File: src/rtl/alu_issue_stage.sv
// alu_issue_stage: execute-stage issue unit for the shared combinational ALU.
// Decodes one RV32I instruction per cycle (valid/ready), drives ALU operands
// and control, captures the returned result plus branch decision, and
// presents it downstream through a registered two-entry (OUT + SKID) buffer.
// Ports:
//   clk, rst                      clock, async active-high reset
//   in_valid/in_ready             input handshake (in_ready registered)
//   in_opcode/funct3/funct7_5     decoded instruction fields
//   in_rs1_val/rs2_val/imm/pc/rd  operands, immediate, PC, destination
//   alu_op_a/op_b/ctrl            combinational drive to the ALU
//   alu_result/alu_zero           combinational return from the ALU
//   out_valid/out_ready           output handshake
//   out_result/rd/wr_en           writeback fields
//   out_br_taken/br_target        branch decision and target
//   out_illegal                   unsupported opcode or funct3
module alu_issue_stage #(
  parameter int unsigned XLEN = 32
) (
  input  logic            clk,
  input  logic            rst,
  input  logic            in_valid,
  output logic            in_ready,
  input  logic [6:0]      in_opcode,
  input  logic [2:0]      in_funct3,
  input  logic            in_funct7_5,
  input  logic [XLEN-1:0] in_rs1_val,
  input  logic [XLEN-1:0] in_rs2_val,
  input  logic [XLEN-1:0] in_imm,
  input  logic [XLEN-1:0] in_pc,
  input  logic [4:0]      in_rd,
  output logic [XLEN-1:0] alu_op_a,
  output logic [XLEN-1:0] alu_op_b,
  output logic [3:0]      alu_ctrl,
  input  logic [XLEN-1:0] alu_result,
  input  logic            alu_zero,
  output logic            out_valid,
  input  logic            out_ready,
  output logic [XLEN-1:0] out_result,
  output logic [4:0]      out_rd,
  output logic            out_wr_en,
  output logic            out_br_taken,
  output logic [XLEN-1:0] out_br_target,
  output logic            out_illegal
);

  localparam logic [6:0] OPC_OP     = 7'b0110011;
  localparam logic [6:0] OPC_OPIMM  = 7'b0010011;
  localparam logic [6:0] OPC_LUI    = 7'b0110111;
  localparam logic [6:0] OPC_AUIPC  = 7'b0010111;
  localparam logic [6:0] OPC_BRANCH = 7'b1100011;

  localparam logic [3:0] ALU_ADD  = 4'b0000;
  localparam logic [3:0] ALU_SUB  = 4'b0001;
  localparam logic [3:0] ALU_AND  = 4'b0010;
  localparam logic [3:0] ALU_SLT  = 4'b0011;
  localparam logic [3:0] ALU_OR   = 4'b0100;
  localparam logic [3:0] ALU_XOR  = 4'b0101;
  localparam logic [3:0] ALU_SLL  = 4'b0110;
  localparam logic [3:0] ALU_SRL  = 4'b0111;
  localparam logic [3:0] ALU_SRA  = 4'b1000;
  localparam logic [3:0] ALU_SLTU = 4'b1001;

  // Entry layout: {illegal, br_target, br_taken, wr_en, rd, result}
  localparam int unsigned EW      = 2 * XLEN + 8;
  localparam int unsigned RD_LSB  = XLEN;
  localparam int unsigned WR_BIT  = XLEN + 5;
  localparam int unsigned TK_BIT  = XLEN + 6;
  localparam int unsigned TG_LSB  = XLEN + 7;
  localparam int unsigned ILL_BIT = 2 * XLEN + 7;

  // funct3/funct7 map shared by OP and OP-IMM; SUB only exists for OP.
  function automatic logic [3:0] arith_ctrl(input logic [2:0] f3,
                                            input logic       f7,
                                            input logic       is_reg);
    logic [3:0] c;
    c = ALU_ADD;
    case (f3)
      3'b000: c = (is_reg && f7) ? ALU_SUB : ALU_ADD;
      3'b001: c = ALU_SLL;
      3'b010: c = ALU_SLT;
      3'b011: c = ALU_SLTU;
      3'b100: c = ALU_XOR;
      3'b101: c = f7 ? ALU_SRA : ALU_SRL;
      3'b110: c = ALU_OR;
      3'b111: c = ALU_AND;
    endcase
    return c;
  endfunction

  logic            dec_wr;
  logic            dec_br;
  logic            dec_ill;
  logic            br_taken_c;
  logic [XLEN-1:0] br_target_c;
  logic [XLEN-1:0] result_c;
  logic [EW-1:0]   new_entry;

  // Operand select and ALU control decode.
  always_comb begin
    alu_op_a = '0;
    alu_op_b = '0;
    alu_ctrl = ALU_ADD;
    dec_wr   = 1'b0;
    dec_br   = 1'b0;
    dec_ill  = 1'b0;
    case (in_opcode)
      OPC_OP: begin
        alu_op_a = in_rs1_val;
        alu_op_b = in_rs2_val;
        alu_ctrl = arith_ctrl(in_funct3, in_funct7_5, 1'b1);
        dec_wr   = 1'b1;
      end
      OPC_OPIMM: begin
        alu_op_a = in_rs1_val;
        alu_op_b = in_imm;
        alu_ctrl = arith_ctrl(in_funct3, in_funct7_5, 1'b0);
        dec_wr   = 1'b1;
      end
      OPC_LUI: begin
        alu_op_b = in_imm;
        dec_wr   = 1'b1;
      end
      OPC_AUIPC: begin
        alu_op_a = in_pc;
        alu_op_b = in_imm;
        dec_wr   = 1'b1;
      end
      OPC_BRANCH: begin
        case (in_funct3)
          3'b000, 3'b001: alu_ctrl = ALU_SUB;
          3'b100, 3'b101: alu_ctrl = ALU_SLT;
          3'b110, 3'b111: alu_ctrl = ALU_SLTU;
          default:        dec_ill  = 1'b1;
        endcase
        if (!dec_ill) begin
          alu_op_a = in_rs1_val;
          alu_op_b = in_rs2_val;
          dec_br   = 1'b1;
        end
      end
      default: dec_ill = 1'b1;
    endcase
  end

  // funct3[2] picks compare-result vs zero flag; funct3[0] inverts the sense.
  always_comb begin
    br_taken_c  = 1'b0;
    br_target_c = '0;
    result_c    = dec_ill ? '0 : alu_result;
    if (dec_br) begin
      br_taken_c  = (in_funct3[2] ? alu_result[0] : alu_zero) ^ in_funct3[0];
      br_target_c = XLEN'(in_pc + in_imm);
    end
  end

  assign new_entry = {dec_ill, br_target_c, br_taken_c, dec_wr, in_rd, result_c};

  logic [EW-1:0] out_q;
  logic [EW-1:0] skid_q;
  logic          skid_valid;
  logic [EW-1:0] out_d;
  logic [EW-1:0] skid_d;
  logic          out_valid_d;
  logic          skid_valid_d;
  logic          in_ready_d;
  logic          accept;
  logic          pop;

  assign accept = in_valid && in_ready;
  assign pop    = out_valid && out_ready;

  // Skid-buffer next state; an accept can only happen while SKID is empty.
  always_comb begin
    out_d        = out_q;
    skid_d       = skid_q;
    out_valid_d  = out_valid;
    skid_valid_d = skid_valid;
    if (pop && skid_valid) begin
      out_d        = skid_q;
      skid_valid_d = 1'b0;
    end else if (accept) begin
      if (!out_valid || (out_ready && !skid_valid)) begin
        out_d       = new_entry;
        out_valid_d = 1'b1;
      end else begin
        skid_d       = new_entry;
        skid_valid_d = 1'b1;
      end
    end else if (pop) begin
      out_valid_d = 1'b0;
    end
    in_ready_d = !skid_valid_d;
  end

  // State registers.
  always_ff @(posedge clk or posedge rst) begin
    if (rst) begin
      out_q      <= '0;
      skid_q     <= '0;
      out_valid  <= 1'b0;
      skid_valid <= 1'b0;
      in_ready   <= 1'b0;
    end else begin
      out_q      <= out_d;
      skid_q     <= skid_d;
      out_valid  <= out_valid_d;
      skid_valid <= skid_valid_d;
      in_ready   <= in_ready_d;
    end
  end

  assign out_result    = out_q[XLEN-1:0];
  assign out_rd        = out_q[RD_LSB +: 5];
  assign out_wr_en     = out_q[WR_BIT];
  assign out_br_taken  = out_q[TK_BIT];
  assign out_br_target = out_q[TG_LSB +: XLEN];
  assign out_illegal   = out_q[ILL_BIT];

endmodule

File: config.mk
export PLATFORM = sky130hd
export DESIGN_NAME = alu_issue_stage
export DESIGN_NICKNAME = d
export VERILOG_FILES = /design/src/rtl/alu_issue_stage.sv
export SDC_FILE = /design/constraint.sdc
export NUM_CORES = 1
export LEC_CHECK = 0
export CAP_MARGIN = 20
export CORE_MARGIN = 5
export CORE_UTILIZATION = 41
export CTS_CLUSTER_DIAMETER = 80
export CTS_CLUSTER_SIZE = 8
export DETAILED_ROUTE_END_ITERATION = 12
export PLACE_DENSITY = 0.78
export SLEW_MARGIN = 20
export SYNTH_ARGS = -nofsm -noshare
export SYNTH_HDL_FRONTEND = slang
export SYNTH_SLANG_ARGS = --single-unit
export TNS_END_PERCENT = 50
File: constraint.sdc
create_clock -name clk -period 4.9 [get_ports clk]
set_input_delay 0.735 -clock clk [delete_from_list [all_inputs] [get_ports clk]]
set_output_delay 0.735 -clock clk [all_outputs]
set_load 0.005 [all_outputs]
==> out/results.tsv <==
stage	metric	value	unit
timing	final hold violations	0	
clocking	Num CTS Buffers	17	
final_layout	layout cell share with drive strength beyond 1	0.04967	
timing	min Tclk post-route	4.073	ns
synth	post-synth top area share	0.4123	
critical_path	Setup crit start kind	input port	
timing	final-report setup violation count	0	
floorplanning	core box area	21620	um2
synth	Post-synth EDFFs	0	
timing	Slew headroom	0.3426	
route	DR pass1 iterations	5	
clocking	hold_buf cts	0	
timing	skew final	0.01373	ns
route	Vias/cell	5.575	
synth	register area share after synthesis	0.4123	
power	Peak VDD IR	0.3453	mV
global_routing	first-pass GRT wire length	51230	um
clocking	CTS sink cnt	147	
synth	Mean Syn Cell Area	8.261	um2
route	DR DRC count	0	
flow_run	max_cap viols	0	
critical_path	r2r setup slk	2.65	ns
global_routing	grt total ovfl	0	
global_routing	initial antenna violation count	5	
critical_path	crit path capture type	primary output	
synth	top-count cell post-synth	nand2_1	
clocking	Reg clk slew, reported paths	0.07	ns
synth	most area-consuming cells after synthesis	dfrtp_1, nand2_1, a22o_1	
route	WL final	32740	um
clocking	setup bufs post-CTS	0	
critical_path	CP Class	in2out	
synth	Post-Syn Instances	1080	
synth	commonest register cell after synthesis	dfrtp_1	
synth	synth cell count leaders	nand2_1, dfrtp_1, nand3_1	
timing	Final Cycle Share	0.8312	
power	leak pwr	5.394	nW
critical_path	WP data arrival	3.34	ns
clocking	TritonCTS clock tree	yes	
synth	syn nets	1293	
floorplanning	# rows	54	
placement	Final GP Congestion	0.9220	
timing	Slew Viols, Final	0	
clocking	H-tree depth	4	
global_routing	vias in the first global route	9205	
placement	DP HPWL	24640	um
floorplanning	initial core utilization	0.4127	
worst_hold_path	Hold Crit Class	reg2reg	
synth	Synth async-reset ratio	1.000	
final_layout	Design Area, Final	12920	um2
final_layout	Layout Nets	1569	
timing	f_max	245.5	MHz
placement	Port Buffers	322	
timing	setup TNS	0	ns
synth	post-synthesis register bit count	147	
route	via count	9221	
placement	placed cell area	12350	um2
critical_path	maximum fanout along the worst path	32	
floorplanning	die area	24810	um2
synth	yosys synthesis warning count	0	
clocking	post-cts resize count	0	
route	First DRT Iteration DRCs	528	
power	pwr/cell area	366.8	nW/um2
global_routing	GRT Total Usage	0.2604	
floorplanning	Die X	157.5	um
clocking	Clock Path Buffers	2	
global_routing	pin count of the biggest net entering global routing	121	
clocking	Clock Latency Late Sink	0.42	ns
timing	RSZ-0062 raised after global routing	false	
floorplanning	Ports	323	
synth	post-synth top area cell	dfrtp_1	
synth	Netlist Area Pre-Place	8922	um2
timing	Slew @ Worst Pin	0.9861	ns
route	antenna-violating nets left	0	
outcome	status	complete, no violations	
final_layout	area grow syn2layout	44.86	%
critical_path	worst path required time	4.16	ns
route	wire per inst	19.79	um
floorplanning	Die Y	157.5	um
synth	Cell variety after synth	63	
clocking	Root Driver	clkbuf_16	
==> path summary, 6_finish.rpt <==
check                      cells past startpoint    startpoint           end
hold / removal                                 2    skid_q[19]    skid_q[19]
setup reg to reg                               4     out_valid    skid_q[46]
setup / recovery                               8  in_opcode[0]  alu_op_a[20]
min in group asynchronous                      2           rst     out_q[38]
max in group asynchronous                      3           rst    skid_q[35]
hold reg to reg                                2    skid_q[19]    skid_q[19]
==> metal layers <==
metal	wire (um)	track usage
met1	13710	0.3354
met2	15760	0.4293
met3	2202	0.05417
met4	1071	0.1045
met5	0	0
==> cells by family after synthesis <==
kind of cell / Yosys count / synth area share
AOI/OAI and AO/OA: 326 / 0.2484
xor gates and xnor gates: 21 / 0.02061
adders and majority gates: 32 / 0.04572
buffers and inverters: 92 / 0.04011
DFF: 147 / 0.4123
muxes: 7 / 0.007853
and+or+nand+nor: 455 / 0.2251
==> final cells by class <==
type,count,area (um2)
fillers,1953,8696
multi-input cells,841,4941
flip-flops and latches,147,3679
repair buffers,336,3328
clock buffers,18,439.2
well taps,280,350.3
clock inverters,14,118.9
inverters,13,56.30
diodes,5,12.51
==> critical path, stage by stage <==
cell and delay, ns:
clkdlybuf4s50_1 0.45, nand2_1 0.05, or4b_1 0.64, nand2b_1 0.28, nand2_1 0.10, buf_4 0.33
a22o_1 0.21, clkdlybuf4s50_1 0.51
==> sequential cells by signal, summed over array words and instances (netlist names) <==
register    count
out_valid       1
in_ready        1
out_q          72
skid_q         72
skid_valid      1
==> stage by stage <==
step | setup slack [ns] | instances | total power [mW] | utilization | hold WS [ns]
detailed placement | 0.8583 | 1617 | 3.559 | 0.5713 | 0.4624
global route | 0.6648 | 1654 | 5.049 | 0.5978 | 0.4941
CTS | 0.8489 | 1649 | 4.789 | 0.5971 | 0.4780
floorplan | 0.2137 | 1080 | 2.578 | - | 0.4394
global placement | 0.8940 | 1617 | 3.521 | 0.5713 | 0.4558
finish | 0.8271 | 1654 | 4.740 | 0.5978 | 0.4752
==> where the power goes <==
| group | internal [mW] | total (mW) | switching (mW) |
|---|---|---|---|
| registers | 1.51 | 1.68 | 0.170 |
| logic | 0.887 | 1.84 | 0.957 |
| clock network | 0.675 | 1.22 | 0.541 |
| total | 3.07 | 4.74 | 1.67 |
==> cell usage in the layout, fill, tap and decap left out, types with 11 or more instances in the layout <==
master,netlist,routed
a22o_1,68,68
a21o_1,14,14
clkbuf_16,0,17
xor2_1,11,11
nand2_1,223,222
dfrtp_1,147,147
buf_4,0,14
nand3_1,84,82
ha_1,31,31
nor3_1,13,12
nor2_1,82,80
clkdlybuf4s50_1,0,322
inv_1,13,12
a21oi_1,58,56
o21ai_0,64,64
a31oi_1,44,44
No activity file was read; power rests on OpenSTA's default activity.
